## src/rtl/sound_scheduler.sv

```systemverilog
// Fixed-priority tone scheduler: grants one requester at a time, plays its note for a
// programmed number of milliseconds, then inserts a silent gap before the next grant.
module sound_scheduler #(
    parameter int unsigned CLK_FREQ = 50_000_000,
    parameter int unsigned NREQ     = 4,
    parameter int unsigned GAP_MS   = 1,
    localparam int unsigned OwnerW  = (NREQ > 1) ? $clog2(NREQ) : 1
) (
    input  logic                clk_i,
    input  logic                rst_ni,
    input  logic [NREQ-1:0]     req_i,
    input  logic [3*NREQ-1:0]   note_i,
    input  logic [8*NREQ-1:0]   dur_i,
    input  logic                stop_all_i,
    output logic [NREQ-1:0]     ack_o,
    output logic [NREQ-1:0]     done_o,
    output logic [4:0]          tone_sel_o,
    output logic                busy_o,
    output logic [OwnerW-1:0]   owner_o
);

    localparam int unsigned Tick    = CLK_FREQ / 1000;
    localparam int unsigned PreW    = (Tick > 1) ? $clog2(Tick) : 1;
    localparam logic [PreW-1:0] TickMax = PreW'(Tick - 1);
    localparam logic [7:0]  GapMs   = 8'(GAP_MS);
    localparam bit          NoGap   = (GAP_MS == 0);

    typedef enum logic [1:0] {StIdle, StPlay, StGap} state_e;

    state_e              state_q;
    logic [PreW-1:0]     presc_q;
    logic [7:0]          ms_q;
    logic [NREQ-1:0]     ack_q;
    logic [NREQ-1:0]     done_q;
    logic [4:0]          tone_q;
    logic                busy_q;
    logic [OwnerW-1:0]   owner_q;

    logic [OwnerW-1:0]   gnt_idx;
    logic [NREQ-1:0]     gnt_oh;
    logic [2:0]          gnt_note;
    logic [7:0]          gnt_dur;
    logic [7:0]          gnt_dur_fix;
    logic [NREQ-1:0]     own_oh;
    logic                any_req;

    function automatic logic [4:0] decode_note(input logic [2:0] n);
        logic [4:0] t;
        case (n)
            3'd1:    t = 5'b00001;
            3'd2:    t = 5'b00010;
            3'd3:    t = 5'b00100;
            3'd4:    t = 5'b01000;
            3'd5:    t = 5'b10000;
            default: t = 5'b00000;
        endcase
        return t;
    endfunction

    // Scan from the top so the lowest asserted index wins.
    always_comb begin
        gnt_idx  = '0;
        gnt_oh   = '0;
        gnt_note = '0;
        gnt_dur  = '0;
        for (int i = NREQ - 1; i >= 0; i--) begin
            if (req_i[i]) begin
                gnt_idx    = OwnerW'(i);
                gnt_oh     = '0;
                gnt_oh[i]  = 1'b1;
                gnt_note   = note_i[3*i +: 3];
                gnt_dur    = dur_i[8*i +: 8];
            end
        end
    end

    always_comb begin
        own_oh          = '0;
        own_oh[owner_q] = 1'b1;
    end

    assign any_req     = |req_i;
    assign gnt_dur_fix = (gnt_dur == 8'd0) ? 8'd1 : gnt_dur;

    always_ff @(posedge clk_i or negedge rst_ni) begin
        if (!rst_ni) begin
            state_q <= StIdle;
            presc_q <= '0;
            ms_q    <= '0;
            ack_q   <= '0;
            done_q  <= '0;
            tone_q  <= '0;
            busy_q  <= 1'b0;
            owner_q <= '0;
        end else begin
            ack_q  <= '0;
            done_q <= '0;
            unique case (state_q)
                StIdle: begin
                    if (any_req && !stop_all_i) begin
                        state_q <= StPlay;
                        owner_q <= gnt_idx;
                        ack_q   <= gnt_oh;
                        tone_q  <= decode_note(gnt_note);
                        busy_q  <= 1'b1;
                        ms_q    <= gnt_dur_fix;
                        presc_q <= TickMax;
                    end
                end
                StPlay: begin
                    if (stop_all_i) begin
                        state_q <= StIdle;
                        tone_q  <= '0;
                        busy_q  <= 1'b0;
                        presc_q <= '0;
                        ms_q    <= '0;
                    end else if (presc_q == '0) begin
                        if (ms_q == 8'd1) begin
                            done_q <= own_oh;
                            tone_q <= '0;
                            if (NoGap) begin
                                state_q <= StIdle;
                                busy_q  <= 1'b0;
                                ms_q    <= '0;
                                presc_q <= '0;
                            end else begin
                                // Gap reuses the same ms/prescaler counters.
                                state_q <= StGap;
                                ms_q    <= GapMs;
                                presc_q <= TickMax;
                            end
                        end else begin
                            ms_q    <= ms_q - 8'd1;
                            presc_q <= TickMax;
                        end
                    end else begin
                        presc_q <= presc_q - 1'b1;
                    end
                end
                StGap: begin
                    if (stop_all_i) begin
                        state_q <= StIdle;
                        busy_q  <= 1'b0;
                        presc_q <= '0;
                        ms_q    <= '0;
                    end else if (presc_q == '0) begin
                        if (ms_q == 8'd1) begin
                            state_q <= StIdle;
                            busy_q  <= 1'b0;
                            ms_q    <= '0;
                            presc_q <= '0;
                        end else begin
                            ms_q    <= ms_q - 8'd1;
                            presc_q <= TickMax;
                        end
                    end else begin
                        presc_q <= presc_q - 1'b1;
                    end
                end
                default: begin
                    state_q <= StIdle;
                    busy_q  <= 1'b0;
                    tone_q  <= '0;
                end
            endcase
        end
    end

    assign ack_o      = ack_q;
    assign done_o     = done_q;
    assign tone_sel_o = tone_q;
    assign busy_o     = busy_q;
    assign owner_o    = owner_q;

endmodule

```

## config.mk

```make
export PLATFORM = sky130hd
export DESIGN_NAME = sound_scheduler
export DESIGN_NICKNAME = d
export VERILOG_FILES = /design/src/rtl/sound_scheduler.sv
export SDC_FILE = /design/constraint.sdc
export NUM_CORES = 1
export LEC_CHECK = 0
export BUFFER_PORTS_ARGS = -buffer_cell sky130_fd_sc_hd__buf_2
export CELL_PAD_IN_SITES_DETAIL_PLACEMENT = 0
export CELL_PAD_IN_SITES_GLOBAL_PLACEMENT = 1
export CORE_MARGIN = 10
export CORE_UTILIZATION = 40
export CTS_CLUSTER_DIAMETER = 120
export CTS_CLUSTER_SIZE = 20
export DETAILED_ROUTE_END_ITERATION = 16
export PLACE_DENSITY = 0.81
export SLEW_MARGIN = 40
export SYNTH_ARGS = -nofsm -noshare
export SYNTH_HDL_FRONTEND = slang
export SYNTH_SLANG_ARGS = --single-unit
```

## constraint.sdc

```tcl
create_clock -name clk_i -period 3.45 [get_ports clk_i]
set_input_delay 0.345 -clock clk_i [delete_from_list [all_inputs] [get_ports clk_i]]
set_output_delay 0.345 -clock clk_i [all_outputs]
set_load 0.005 [all_outputs]
```

# Word-level counts from Yosys, hierarchy flattened
# Index checks and enable logic that the tools add are counted.
[classes]
n_addsub = 2
order_cmp = 2
n_eq_ne = 14
n_mux = 60
bitwise_logic = 1
n_reduce_logical = 14
[op_table]
columns = ["operator", "n"]
rows = [
  ["16-bit 2-to-1 mux", 6],
  ["8-bit 2-to-1 mux", 12],
  ["16-bit one-hot mux with 3 select lines", 1],
  ["4-bit 2-to-1 mux", 10],
  ["5-bit one-hot mux with 5 select lines", 1],
  ["8-bit one-hot mux with 3 select lines", 1],
  ["2-bit 2-to-1 mux", 11],
  ["5-bit 2-to-1 mux", 4],
  ["16-bit logical NOT", 1],
  ["16-bit by 1-bit subtractor with 16-bit output (second input constant)", 1],
  ["5-bit one-hot mux with 3 select lines", 1],
  ["3-bit 2-to-1 mux", 4],
  ["3-bit != test (second input constant)", 4],
  ["4-bit AND reduction", 3],
  ["8-bit by 1-bit equality test with 1-bit output (second input constant)", 1],
  ["8-bit logical NOT", 1],
  ["8-bit by 1-bit subtractor with 8-bit output (second input constant)", 1],
  ["3-bit by 2-bit equality test with 1-bit output (second input constant)", 2],
  ["3-bit equality test (second input constant)", 2],
  ["1-bit 2-to-1 mux", 6],
  ["2-bit one-hot mux with 3 select lines", 1],
  ["5-bit AND reduction", 1],
  ["2-bit != test (second input constant)", 2],
  ["2-bit AND reduction", 2],
  ["other kinds (13)", 14],
]
[totals]
register_bits = 42
output_inout_bits = 16

# Depth between registers and ports, before layout
# Gate-level depths: netlist (run 1).
[logic_depth]
depth_word = 8
ltp_mapped = 10

# Worst setup path before layout (run 1)
# OpenSTA, ideal clock, no wires.
[synth_path]
kind = "flip-flop to flip-flop"
startpoint = "reg presc_q[0]"
endpoint = "reg ms_q[3]"
arrival_ns = 2.345
required_time_ns = 3.329
setup_slack_ns = 0.984
stages_incl_launch_ff = 11
path_buffers = 2
period_less_slack_ns = 2.466
cell_sequence = "dfrtp_1 inv_1 ha_1 or3b_4 or4_4 or2_0 buf_6 a21oi_4 buf_6 o21ai_2 a22o_1"
[synth_via]
elab_chain_len = 3
word_cells_on_any_way = 4
classes_between = "eq/ne (2); reduce/logical (2)"
[synth_lines]
columns = ["item", "line", "text"]
rows = [
  ["start, declared", "31", "logic [PreW-1:0] presc_q;"],
  ["start signal, assigned", "107", "presc_q <= TickMax;"],
  ["start signal, assigned", "130", "presc_q <= TickMax;"],
  ["start signal, assigned", "134", "presc_q <= TickMax;"],
  ["16-bit logical NOT (*)", "117, 146", ""],
  ["3-bit != test (no source line)", "n/a", ""],
  ["4-bit AND reduction (no source line) (*)", "n/a", ""],
  ["end signal, assigned", "129", "ms_q <= GapMs;"],
  ["end signal, assigned", "133", "ms_q <= ms_q - 8'd1;"],
  ["end signal, assigned", "153", "ms_q <= ms_q - 8'd1;"],
  ["end, declared", "32", "logic [7:0] ms_q;"],
]
# Every way passes the cells marked *; elsewhere a longest branch is shown, timed or not.
# A chain may end at the register's enable or synchronous reset.

# Worst setup path after layout (run 1)
[layout_path]
startpoint = "reg presc_q[0]"
endpoint = "reg ms_q[2]"
# Same word-level chain as after synthesis.

==> out/qor.log, run 1 <==
qor: power_and_ir_drop.pwr_density_cell 604 nW/µm²
qor: sta.layout_worst_path_cycle_share 82.6%
qor: synth.avgSynthCellArea 8.88 µm²
qor: worst_setup_path.highest_net_fanout_along_the_worst_path 16
qor: die.io_pins 67
qor: die.core_footprint 6390 µm²
qor: cts.worst_path_clk_slew 0.09 ns
qor: synth.yosys-top-cells-area sky130_fd_sc_hd__dfrtp_1, sky130_fd_sc_hd__a22o_1, sky130_fd_sc_hd__a21oi_1, sky130_fd_sc_hd__o21ai_0, sky130_fd_sc_hd__ha_1
qor: worst_setup_path.timing.critical_path.required 3.64 ns
qor: detailed_routing.drt_pass1_iterations 4
qor: synth.synth_edf_count 0
qor: job.max_cap_violations 0
qor: detailed_routing.routed_wl 7.20 mm
qor: cts.cts.sinks 42
qor: worst_setup_path.wp_data_arrival 3.04 ns
qor: detailed_routing.routed_length_per_placed_instance 16.4 µm
qor: finish.fillCellCount 649
qor: power_and_ir_drop.power_leakage 1.49 nW
qor: detailed_routing.drt_iter0_drc 94
qor: worst_setup_path.worst_setup_path_start_kind flop
qor: sta.timing.final.crit_period 2.85 ns
qor: finish.multi_input_area 1450 µm²
qor: sta.unrepaired_setup_endpoints_after_global_routing no
qor: finish.post_route_cells_drive_above_1_share 24.3%
qor: worst_setup_path.crit_start presc_q[0]
qor: synth.synth-async-reset-ratio 100%
qor: sta.timing.final.hold_violations 0
qor: finish.layout_net_count 419
qor: die.die_width 101 µm
qor: cts.cts_setup_buffers 0
qor: detailed_routing.vias 2468
qor: placement.global_placer_s_final_weighted_congestion 0.807
qor: finish.syn_to_final_growth 18.6%
qor: sta.max_slew.worst_pin.slew 0.619 ns
qor: sta.max_freq 351 MHz
qor: global_route.via_count_of_the_first_global_routing_pass 2541
qor: detailed_routing.routed_via_count_divided_by_cell_count 5.62
qor: cts.max-clock-path-buffers 2
qor: die.die-area 10300 µm²
qor: synth.synth_top_cell_by_area sky130_fd_sc_hd__dfrtp_1
qor: synth.sequential_cell_area_fraction_in_the_yosys_report 39.6%
qor: sta.setup_viol 0
qor: placement.port_buffers 66
qor: worst_setup_path.criticalPathCategory reg -> reg
qor: detailed_routing.route.antenna.remaining_nets 0
qor: synth.yosysTopAreaCellShare 39.6%
qor: synth.synth_cell_types 58
qor: synth.synth_area 2650 µm²
qor: synth.mappedNetlistNets 357
qor: cts.cts_htree_levels 2
qor: sta.setup_total_neg_slack 0 ns
qor: die.rows 29
qor: min_path.hold_class in -> async
qor: cts.hold_buffers 0
qor: global_route.grt_pass1_wl 12.2 mm
qor: sta.max_slew_margin 58.7%
qor: global_route.gr-total-overflow 0
qor: finish.sequential_cell_area 1050 µm²
qor: sta.fin_ws 0.601 ns
qor: status.run_status finished clean
qor: global_route.maximum_number_of_pins_on_one_net_before_global_route_repair 43
qor: worst_setup_path.r2r_start presc_q[0]
qor: sta.slew_limit_fails 0
qor: placement.dp_worst_setup_slack 0.609 ns
qor: synth.ys_warn_count 0
qor: cts.clock_insertion_delay_worst_skew 0.30 ns
qor: cts.cts_inserted_buffers 5
qor: cts.cts_tree built
qor: die.start_util 41.6%
qor: cts.cts_resized 0
qor: global_route.grt_antenna_before_repair 1
qor: power_and_ir_drop.ir_drop_worst_vdd 0.297 mV
qor: worst_setup_path.cpPeakStageDelay 0.45 ns
qor: worst_setup_path.critical_path_sink_type flop
qor: die.die_y 101 µm
qor: synth.most_used_flip_flop_cell_after_synthesis sky130_fd_sc_hd__dfrtp_1
qor: global_route.grtUsageTotal 14.5%
qor: worst_setup_path.cp_cell_sequence inv_1 -> ha_1 -> or3b_4 -> or4_4 -> or2_0 -> a21oi_4 -> o21ai_0 -> a22o_1
qor: worst_setup_path.critical-path-slowest-cell sky130_fd_sc_hd__or4_4
qor: synth.synthCells 299
qor: detailed_routing.detail_route.drc_violations 0
qor: finish.final_cell_utilization_of_the_core 49.3%
qor: synth.synth-seq-cells 42
qor: finish.antennaDiodeCount 0
qor: sta.hold_slack 0.0232 ns
qor: sta.worst_clock_skew 0.0111 ns
qor: placement.dpl.hpwl 5.55 mm
qor: cts.cts-root-buf sky130_fd_sc_hd__clkbuf_8
-- cell families (layout without fill, tap and decap cells) --
family                     Yosys count  in the layout  synth area share, %
adders and majority gates            7              7                 3.30
buffers and inverters               37            100                 5.85
xor gates and xnor gates             7              7                 2.31
AOI/OAI and AO/OA                  112            112                 30.1
and+or+nand+nor                     93             93                 18.4
DFF                                 42             42                 39.6
muxes                                1              1                0.424
-- final cells by class --
cell class / instances / share of cell area (%)
Clock inverter: 3 / 1.27
Timing Repair Buffer: 69 / 11.3
Sequential cell: 42 / 33.4
Clock buffer: 5 / 2.19
Inverter: 23 / 2.74
Multi-Input combinational cell: 220 / 46.1
Tap cell: 77 / 3.06
-- cell usage after synthesis (4+ instances only) --
cell	n
sky130_fd_sc_hd__nor4_1	4
sky130_fd_sc_hd__dfrtp_1	42
sky130_fd_sc_hd__a211oi_1	4
sky130_fd_sc_hd__o21ai_0	20
sky130_fd_sc_hd__a22o_1	12
sky130_fd_sc_hd__nor3_1	13
sky130_fd_sc_hd__nand2b_1	5
sky130_fd_sc_hd__inv_1	23
sky130_fd_sc_hd__or3_1	6
sky130_fd_sc_hd__o31ai_1	4
sky130_fd_sc_hd__xnor2_1	5
sky130_fd_sc_hd__nor2_1	22
sky130_fd_sc_hd__a22oi_1	4
sky130_fd_sc_hd__clkbuf_1	7
sky130_fd_sc_hd__a221o_1	6
sky130_fd_sc_hd__a21oi_1	20
sky130_fd_sc_hd__buf_1	4
sky130_fd_sc_hd__o22ai_1	4
sky130_fd_sc_hd__a221oi_1	5
sky130_fd_sc_hd__ha_1	7
sky130_fd_sc_hd__a31oi_1	7
sky130_fd_sc_hd__nand2_1	20
-- state kept, by name, indices dropped and copies added (netlist names) --
register    count
tone_sel_o      5
presc_q        16
state_q         2
busy_o          1
owner_o         2
ms_q            8
ack_o           4
done_o          4
-- metal layers --
metal	track usage, %	share of wire (%)
met5	0	0.18
met4	4.50	0.89
met3	3.40	4.1
met2	23.7	48
met1	18.4	46
-- through the flow --
stage	std cells	total power, mW	instance area (µm²)
floorplan	299	1.29	2650
global placement	431	1.51	3030
detailed placement	431	1.53	3040
CTS	439	1.92	3150
global route	439	2.07	3150
finish	439	1.90	3150
-- cells in the final DEF, fill, tap and decap left out, types with 7 or more instances in the layout --
master,count
sky130_fd_sc_hd__ha_1,7
sky130_fd_sc_hd__a21oi_1,20
sky130_fd_sc_hd__a22o_1,12
sky130_fd_sc_hd__a31oi_1,7
sky130_fd_sc_hd__nor3_1,13
sky130_fd_sc_hd__dfrtp_1,42
sky130_fd_sc_hd__nor2_1,22
sky130_fd_sc_hd__buf_2,65
sky130_fd_sc_hd__o21ai_0,20
sky130_fd_sc_hd__nand2_1,20
sky130_fd_sc_hd__inv_1,23
-- final timing paths --
check	cells past startpoint	slack (ns)	to
max reg2reg	8	0.60	ms_q[2]
min in group clk_i	2	0.29	state_q[1]
max in group asynchronous	1	3.05	presc_q[14]
min	1	0.02	done_o[1]
max	8	0.60	ms_q[2]
min reg2reg	2	0.50	tone_sel_o[1]
-- worst max-delay path, delay by kind of cell (launching register included) --
family	cells	cell delay, ns
DFF	1	0.40
adders and majority gates	1	0.18
and+or+nand+nor	3	1.22
AOI/OAI and AO/OA	3	0.86
buffers and inverters	1	0.08
-- power by group --
part           total, mW  internal, mW  switching [mW]
Combinational      0.760         0.324           0.436
Sequential         0.757         0.625           0.132
Clock              0.386         0.213           0.173
Total               1.90          1.16           0.740
(Power assumes the default switching activity.)
==> run 2: changes to the inputs <==
Clock period 3.45 ns to 2.66 ns, I/O delays scaled along.
==> out/qor.log, run 2 (synthesis results as in run 1) <==
qor: cts.cts_htree_levels 2 [unchanged]
qor: worst_setup_path.timing.critical_path.required 2.86 ns [-0.78 ns]
qor: job.max_cap_violations 0 [unchanged]
qor: die.io_pins 67 [unchanged]
qor: detailed_routing.routed_wl 7.44 mm [+3.4%]
qor: detailed_routing.route.antenna.remaining_nets 0 [unchanged]
qor: detailed_routing.drt_iter0_drc 118 [+26%]
qor: global_route.grtUsageTotal 14.6% [+0.14 points]
qor: global_route.grt_pass1_wl 12.4 mm [+1.6%]
qor: detailed_routing.routed_length_per_placed_instance 16.4 µm [-0.26%]
qor: cts.clock_insertion_delay_worst_skew 0.30 ns [about the same]
qor: global_route.gr-total-overflow 0 [unchanged]
qor: die.die-area 10300 µm² [unchanged]
qor: sta.timing.final.hold_violations 0 [unchanged]
qor: finish.largest_register_ff_count 16 [unchanged]
qor: worst_setup_path.worstRegToRegCells 9 [+1]
qor: finish.post_route_cells_drive_above_1_share 28.0% [+3.7 points]
qor: placement.dpl.hpwl 5.67 mm [+2.2%]
qor: sta.max_slew_margin 56.8% [-1.9 points]
qor: worst_setup_path.cp_num_cells 9 [+1]
qor: status.run_status finished clean
qor: cts.worst_path_clk_slew 0.08 ns [about the same]
qor: worst_setup_path.wp_data_arrival 2.74 ns [-0.30 ns]
qor: finish.syn_to_final_growth 24.8%
qor: finish.final_cells 455 [+3.6%]
qor: placement.dpl_cell_area 3110 µm² [+2.5%]
qor: cts.cts_inserted_buffers 5 [unchanged]
qor: power_and_ir_drop.power_leakage 1.56 nW [+5.1%]
qor: finish.largest-register presc_q
qor: sta.timing.final.crit_period 2.54 ns [-0.312 ns]
qor: finish.layout_common_cells sky130_fd_sc_hd__buf_2, sky130_fd_sc_hd__dfrtp_1, sky130_fd_sc_hd__inv_1, sky130_fd_sc_hd__nor2_1
qor: worst_setup_path.worst_setup_path_start_kind flop
qor: worst_setup_path.highest_net_fanout_along_the_worst_path 6 [-10]
qor: sta.setup_viol 0 [unchanged]
qor: power_and_ir_drop.pwr_density_cell 784 nW/µm² [+30%]
qor: global_route.via_count_of_the_first_global_routing_pass 2541 [unchanged]
qor: finish.layout_commonest_cell sky130_fd_sc_hd__buf_2
qor: global_route.maximum_number_of_pins_on_one_net_before_global_route_repair 43 [unchanged]
qor: sta.max_slew.worst_pin.slew 0.642 ns [+0.0231 ns]
qor: sta.slew_limit_fails 0 [unchanged]
qor: placement.place.detailed.instances 441 [+2.3%]
qor: cts.cts-root-buf sky130_fd_sc_hd__clkbuf_8
qor: detailed_routing.drt_pass1_iterations 4 [unchanged]
qor: detailed_routing.vias 2553 [+3.4%]
qor: detailed_routing.detail_route.drc_violations 0 [unchanged]
qor: cts.max-clock-path-buffers 2 [unchanged]
qor: sta.max_freq 394 MHz [+12%]
qor: die.die_width 101 µm [unchanged]
qor: global_route.grt_antenna_before_repair 0 [-1]
qor: worst_setup_path.cpPeakStageDelay 0.46 ns [about the same]
qor: worst_setup_path.critical_path_buf_inv_count 2 [+1]
qor: die.rows 29 [unchanged]
qor: sta.layout_worst_path_cycle_share 95.4% [+13 points]
qor: placement.port_buffers 66 [unchanged]
qor: cts.cts.sinks 42 [unchanged]
qor: sta.unrepaired_setup_endpoints_after_global_routing no
qor: die.core_footprint 6390 µm² [unchanged]
qor: min_path.hold_class in -> reg
qor: min_path.min_path_cells 2
qor: detailed_routing.routed_via_count_divided_by_cell_count 5.61 [-0.19%]
qor: sta.setup_total_neg_slack 0 ns [unchanged]
qor: die.die_y 101 µm [unchanged]
qor: finish.layout_net_count 435 [+3.8%]
qor: cts.cts_tree built
qor: sta.worst_clock_skew 0.00885 ns [-0.00225 ns]
qor: power_and_ir_drop.ir_drop_worst_vdd 0.445 mV [+50%]
qor: finish.antennaDiodeCount 0 [unchanged]
qor: worst_setup_path.criticalPathCategory reg -> reg
qor: die.start_util 41.6% [unchanged]
qor: worst_setup_path.critical_path_sink_type flop
qor: worst_setup_path.cp_cell_sequence inv_1 -> ha_1 -> or3b_4 -> or4_4 -> or2_4 -> a21oi_4 -> buf_4 -> o21ai_2 -> a22o_1
qor: worst_setup_path.critical-path-slowest-cell sky130_fd_sc_hd__or4_4
qor: finish.final_standard_cell_area_without_fillers 3310 µm² [+5.2%]
qor: placement.global_placer_s_final_weighted_congestion 0.817 [+1.2%]
qor: worst_setup_path.timing.critical_path.max_delay_family simple AND/OR/NAND/NOR gates
## run 2: changes by cell type in the layout (fill, tap and decap cells not counted), sizes merged
cell | previous run | this run
a21oi | 21 | 22
clkbuf | 5 | 6
clkinv | 2 | 0
dlygate4sd3 | 0 | 1
buf | 69 | 83
clkinvlp | 0 | 1
## run 2: area by class of cell
cell class / count / area, µm²
Clock buffer: 6 / 72.6
Inverter: 23 / 86.3
Sequential cell: 42 / 1050
Tap cell: 77 / 96.3
Multi-Input combinational cell: 221 / 1500
Timing Repair Buffer: 84 / 470
Clock inverter: 2 / 37.5
Fill cell: 624 / 3070
## run 2: final timing paths
check | startpoint | to | slack, ns
worst max register to register | presc_q[0] | ms_q[3] | 0.12
max in group asynchronous | rst_ni | presc_q[14] | 1.81
worst min-delay path | stop_all_i | state_q[1] | 0.21
worst min register to register | tone_sel_o[1] | tone_sel_o[1] | 0.48
worst max-delay path | presc_q[0] | ms_q[3] | 0.12
min in group asynchronous | rst_ni | ack_o[3] | 0.49
## run 2: power breakdown
group / total, mW / switching (mW) / internal, mW
Sequential: 0.985 / 0.174 / 0.811
Clock: 0.507 / 0.227 / 0.280
Combinational: 1.11 / 0.602 / 0.504
Total: 2.60 / 1.00 / 1.60
## run 2: per-layer routing
metal | track usage (%) | routed length (µm) | vias to the layer above
met5 | 0 | 0 | -
met1 | 18.6 | 3390 | 1213
li1 | - | - | 1276
met2 | 23.3 | 3580 | 55
met4 | 4.50 | 89 | 0
met3 | 4.15 | 394 | 9
## run 2: per-stage QoR
step / setup slack, ns / total power [mW] / util (%) / hold WS [ns]
finish: 0.123 / 2.60 / 51.9 / 0.212
global route: 0.00489 / 2.81 / 51.9 / 0.219
CTS: 0.00447 / 2.54 / 50.6 / 0.204
detailed placement: 0.00398 / 2.03 / 48.8 / 0.285
global placement: 0.0560 / 2.01 / 48.7 / 0.452
floorplan: 0.194 / 1.67 / - / -0.0296
## run 2: timing repair
action	4_1_cts	5_1_grt
setup buffers	0	4
gates cloned	0	1
resized for setup	0	8
endpoints found under the hold margin	42	0
pin swaps	1	2
hold buffers	1	0
setup endpoints to repair	4	13
==> run 3: changes to the inputs <==
Settings changed: CELL_PAD_IN_SITES_DETAIL_PLACEMENT 0 to 1, CELL_PAD_IN_SITES_GLOBAL_PLACEMENT 1 to 2, CORE_MARGIN 10 to 2, CORE_UTILIZATION 40 to 31, PLACE_DENSITY 0.81 to 0.79.
==> out/qor.log, run 3 (synthesis results as in run 1) <==
qor: status.run_status finished clean
qor: power_and_ir_drop.pwr_density_cell 788 nW/µm² [+0.42%]
qor: cts.max-clock-path-buffers 2 [unchanged]
qor: worst_setup_path.worst_setup_path_start_kind flop
qor: die.die-area 9320 µm² [-9.5%]
qor: worst_setup_path.timing.critical_path.required 2.85 ns [about the same]
qor: finish.largest-register presc_q
qor: cts.cts_htree_levels 2 [unchanged]
qor: sta.setup_viol 0 [unchanged]
qor: power_and_ir_drop.power_leakage 1.58 nW [+0.98%]
qor: power_and_ir_drop.ir_drop_worst_vdd 0.260 mV [-42%]
qor: worst_setup_path.critical_path_sink_type flop
qor: die.die_y 96.5 µm [-4.9%]
qor: finish.layout_commonest_cell sky130_fd_sc_hd__buf_2
qor: die.start_util 32.1% [-9.4 points]
qor: detailed_routing.drt_iter0_drc 108 [-8.5%]
qor: die.rows 33 [+14%]
qor: placement.global_placer_s_final_weighted_congestion 0.768 [-6.0%]
qor: sta.worst_clock_skew 0.0118 ns [+0.00292 ns]
qor: sta.max_slew.worst_pin.slew 0.554 ns [-0.0885 ns]
qor: detailed_routing.routed_wl 7.86 mm [+5.6%]
qor: global_route.gr-total-overflow 0 [unchanged]
qor: detailed_routing.detail_route.drc_violations 0 [unchanged]
qor: worst_setup_path.critical_path_buf_inv_count 1 [-1]
qor: sta.layout_worst_path_cycle_share 94.9% [-0.48 points]
qor: cts.cts_inserted_buffers 5 [unchanged]
qor: finish.antennaDiodeCount 0 [unchanged]
qor: worst_setup_path.cp_cell_sequence inv_1 -> ha_1 -> or3b_4 -> or4_4 -> or2_4 -> a21oi_2 -> o221ai_1 -> o21a_1
qor: sta.timing.final.hold_violations 0 [unchanged]
qor: global_route.grt_pass1_wl 13.2 mm [+6.8%]
qor: global_route.via_count_of_the_first_global_routing_pass 2813 [+11%]
qor: die.die_width 96.5 µm [-4.9%]
qor: die.core_footprint 8260 µm² [+29%]
qor: finish.post_route_cells_drive_above_1_share 28.6% [+0.57 points]
qor: worst_setup_path.highest_net_fanout_along_the_worst_path 5 [-1]
qor: min_path.hold_class in -> reg
qor: detailed_routing.routed_via_count_divided_by_cell_count 5.45 [-2.8%]
qor: job.max_cap_violations 0 [unchanged]
qor: finish.layout_common_cells sky130_fd_sc_hd__buf_2, sky130_fd_sc_hd__dfrtp_1, sky130_fd_sc_hd__inv_1, sky130_fd_sc_hd__nor2_1, sky130_fd_sc_hd__buf_4
qor: sta.hold_slack 0.195 ns [-0.0177 ns]
qor: cts.cts-root-buf sky130_fd_sc_hd__clkbuf_8
qor: detailed_routing.route.antenna.remaining_nets 0 [unchanged]
qor: sta.max_slew_margin 63.1% [+6.3 points]
qor: placement.port_buffers 66 [unchanged]
qor: worst_setup_path.critical-path-slowest-cell sky130_fd_sc_hd__or4_4
qor: finish.syn_to_final_growth 25.9%
qor: global_route.grtUsageTotal 18.0% [+3.4 points]
qor: sta.setup_total_neg_slack 0 ns [unchanged]
qor: finish.fillCellCount 1015 [+63%]
qor: finish.sequential_cell_area 1050 µm² [unchanged]
qor: cts.cts_tree built
qor: sta.timing.final.crit_period 2.52 ns [-0.0127 ns]
qor: global_route.maximum_number_of_pins_on_one_net_before_global_route_repair 43 [unchanged]
qor: sta.max_freq 396 MHz [+0.50%]
qor: detailed_routing.routed_length_per_placed_instance 16.2 µm [-1.1%]
qor: finish.largest_register_ff_count 16 [unchanged]
qor: worst_setup_path.timing.critical_path.max_delay_family simple AND/OR/NAND/NOR gates
qor: cts.worst_path_clk_slew 0.09 ns [about the same]
qor: placement.dpl.hpwl 5.98 mm [+5.4%]
qor: finish.multi_input_area 1470 µm² [-1.8%]
qor: worst_setup_path.wp_data_arrival 2.71 ns [-0.03 ns]
qor: sta.unrepaired_setup_endpoints_after_global_routing no
qor: cts.clock_insertion_delay_worst_skew 0.30 ns [about the same]
qor: finish.final_cell_utilization_of_the_core 40.5% [-11 points]
qor: global_route.grt_antenna_before_repair 0 [unchanged]
qor: detailed_routing.drt_pass1_iterations 4 [unchanged]
qor: detailed_routing.vias 2650 [+3.8%]
qor: finish.layout_net_count 438 [+0.69%]
qor: die.io_pins 67 [unchanged]
qor: worst_setup_path.cpPeakStageDelay 0.46 ns [about the same]
qor: cts.cts.sinks 42 [unchanged]
qor: sta.slew_limit_fails 0 [unchanged]
qor: worst_setup_path.criticalPathCategory reg -> reg
[run 3: per-layer routing]
layer | global-route usage [%] | up-vias | part of all wire (%) | routed length, µm
li1 | - | 1285 | - | -
met4 | 5.75 | 0 | 1.8 | 138
met1 | 23.1 | 1306 | 47 | 3680
met3 | 2.95 | 9 | 3.2 | 255
met5 | 0 | - | 0 | 0
met2 | 31.1 | 50 | 48 | 3780
[run 3: area by class of cell]
class	count	share of cell area, %
clock buffer	5	2.06
clock inverter	3	1.20
inverter	23	2.58
multi-input combinational	221	44.0
sequential	42	31.4
tap	105	3.93
timing repair buffer	87	14.8
[run 3: path summary, 6_finish.rpt]
| kind | from | end | slack, ns | depth (start not counted) |
|---|---|---|---|---|
| max in group asynchronous | rst_ni | ms_q[3] | 1.78 | 2 |
| min in group asynchronous | rst_ni | presc_q[1] | 0.50 | 2 |
| min | stop_all_i | state_q[1] | 0.19 | 2 |
| max reg2reg | presc_q[1] | ms_q[1] | 0.14 | 8 |
| min reg2reg | tone_sel_o[1] | tone_sel_o[1] | 0.48 | 2 |
| max | presc_q[1] | ms_q[1] | 0.14 | 8 |
[run 3: timing repair]
item | 4_1_cts | 5_1_grt
setup endpoints to repair | 4 | 11
pin swaps | 1 | 1
setup buffers | 3 | 0
resized for setup | 0 | 5
gates cloned | 0 | 1
hold endpoints to repair | 42 | 0
hold buffers | 1 | 0
[run 3: report_power, final]
part | internal, mW | leakage (nW) | switching (mW)
Combinational | 0.508 | 0.982 | 0.618
Sequential | 0.811 | 0.540 | 0.180
Clock | 0.277 | 0.0579 | 0.238
[run 3: stage by stage]
step                total power, mW  cell area (µm²)  setup slack, ns  instances
finish                         2.63             3340            0.136        486
global route                   2.84             3340          0.00767        486
CTS                            2.63             3320           0.0541        485
detailed placement             2.08             3180           0.0173        473
global placement               2.05             3170           0.0614        473
floorplan                      1.67             2650            0.194        299
[run 3: worst reg2reg max path: stages (launching register included)]
cell and delay [ns]:
sky130_fd_sc_hd__dfrtp_1 0.40, sky130_fd_sc_hd__inv_1 0.08, sky130_fd_sc_hd__ha_1 0.17, sky130_fd_sc_hd__or3b_4 0.40, sky130_fd_sc_hd__or4_4 0.46, sky130_fd_sc_hd__or2_4 0.28, sky130_fd_sc_hd__a21oi_2 0.29, sky130_fd_sc_hd__o221ai_1 0.19
sky130_fd_sc_hd__o21a_1 0.13
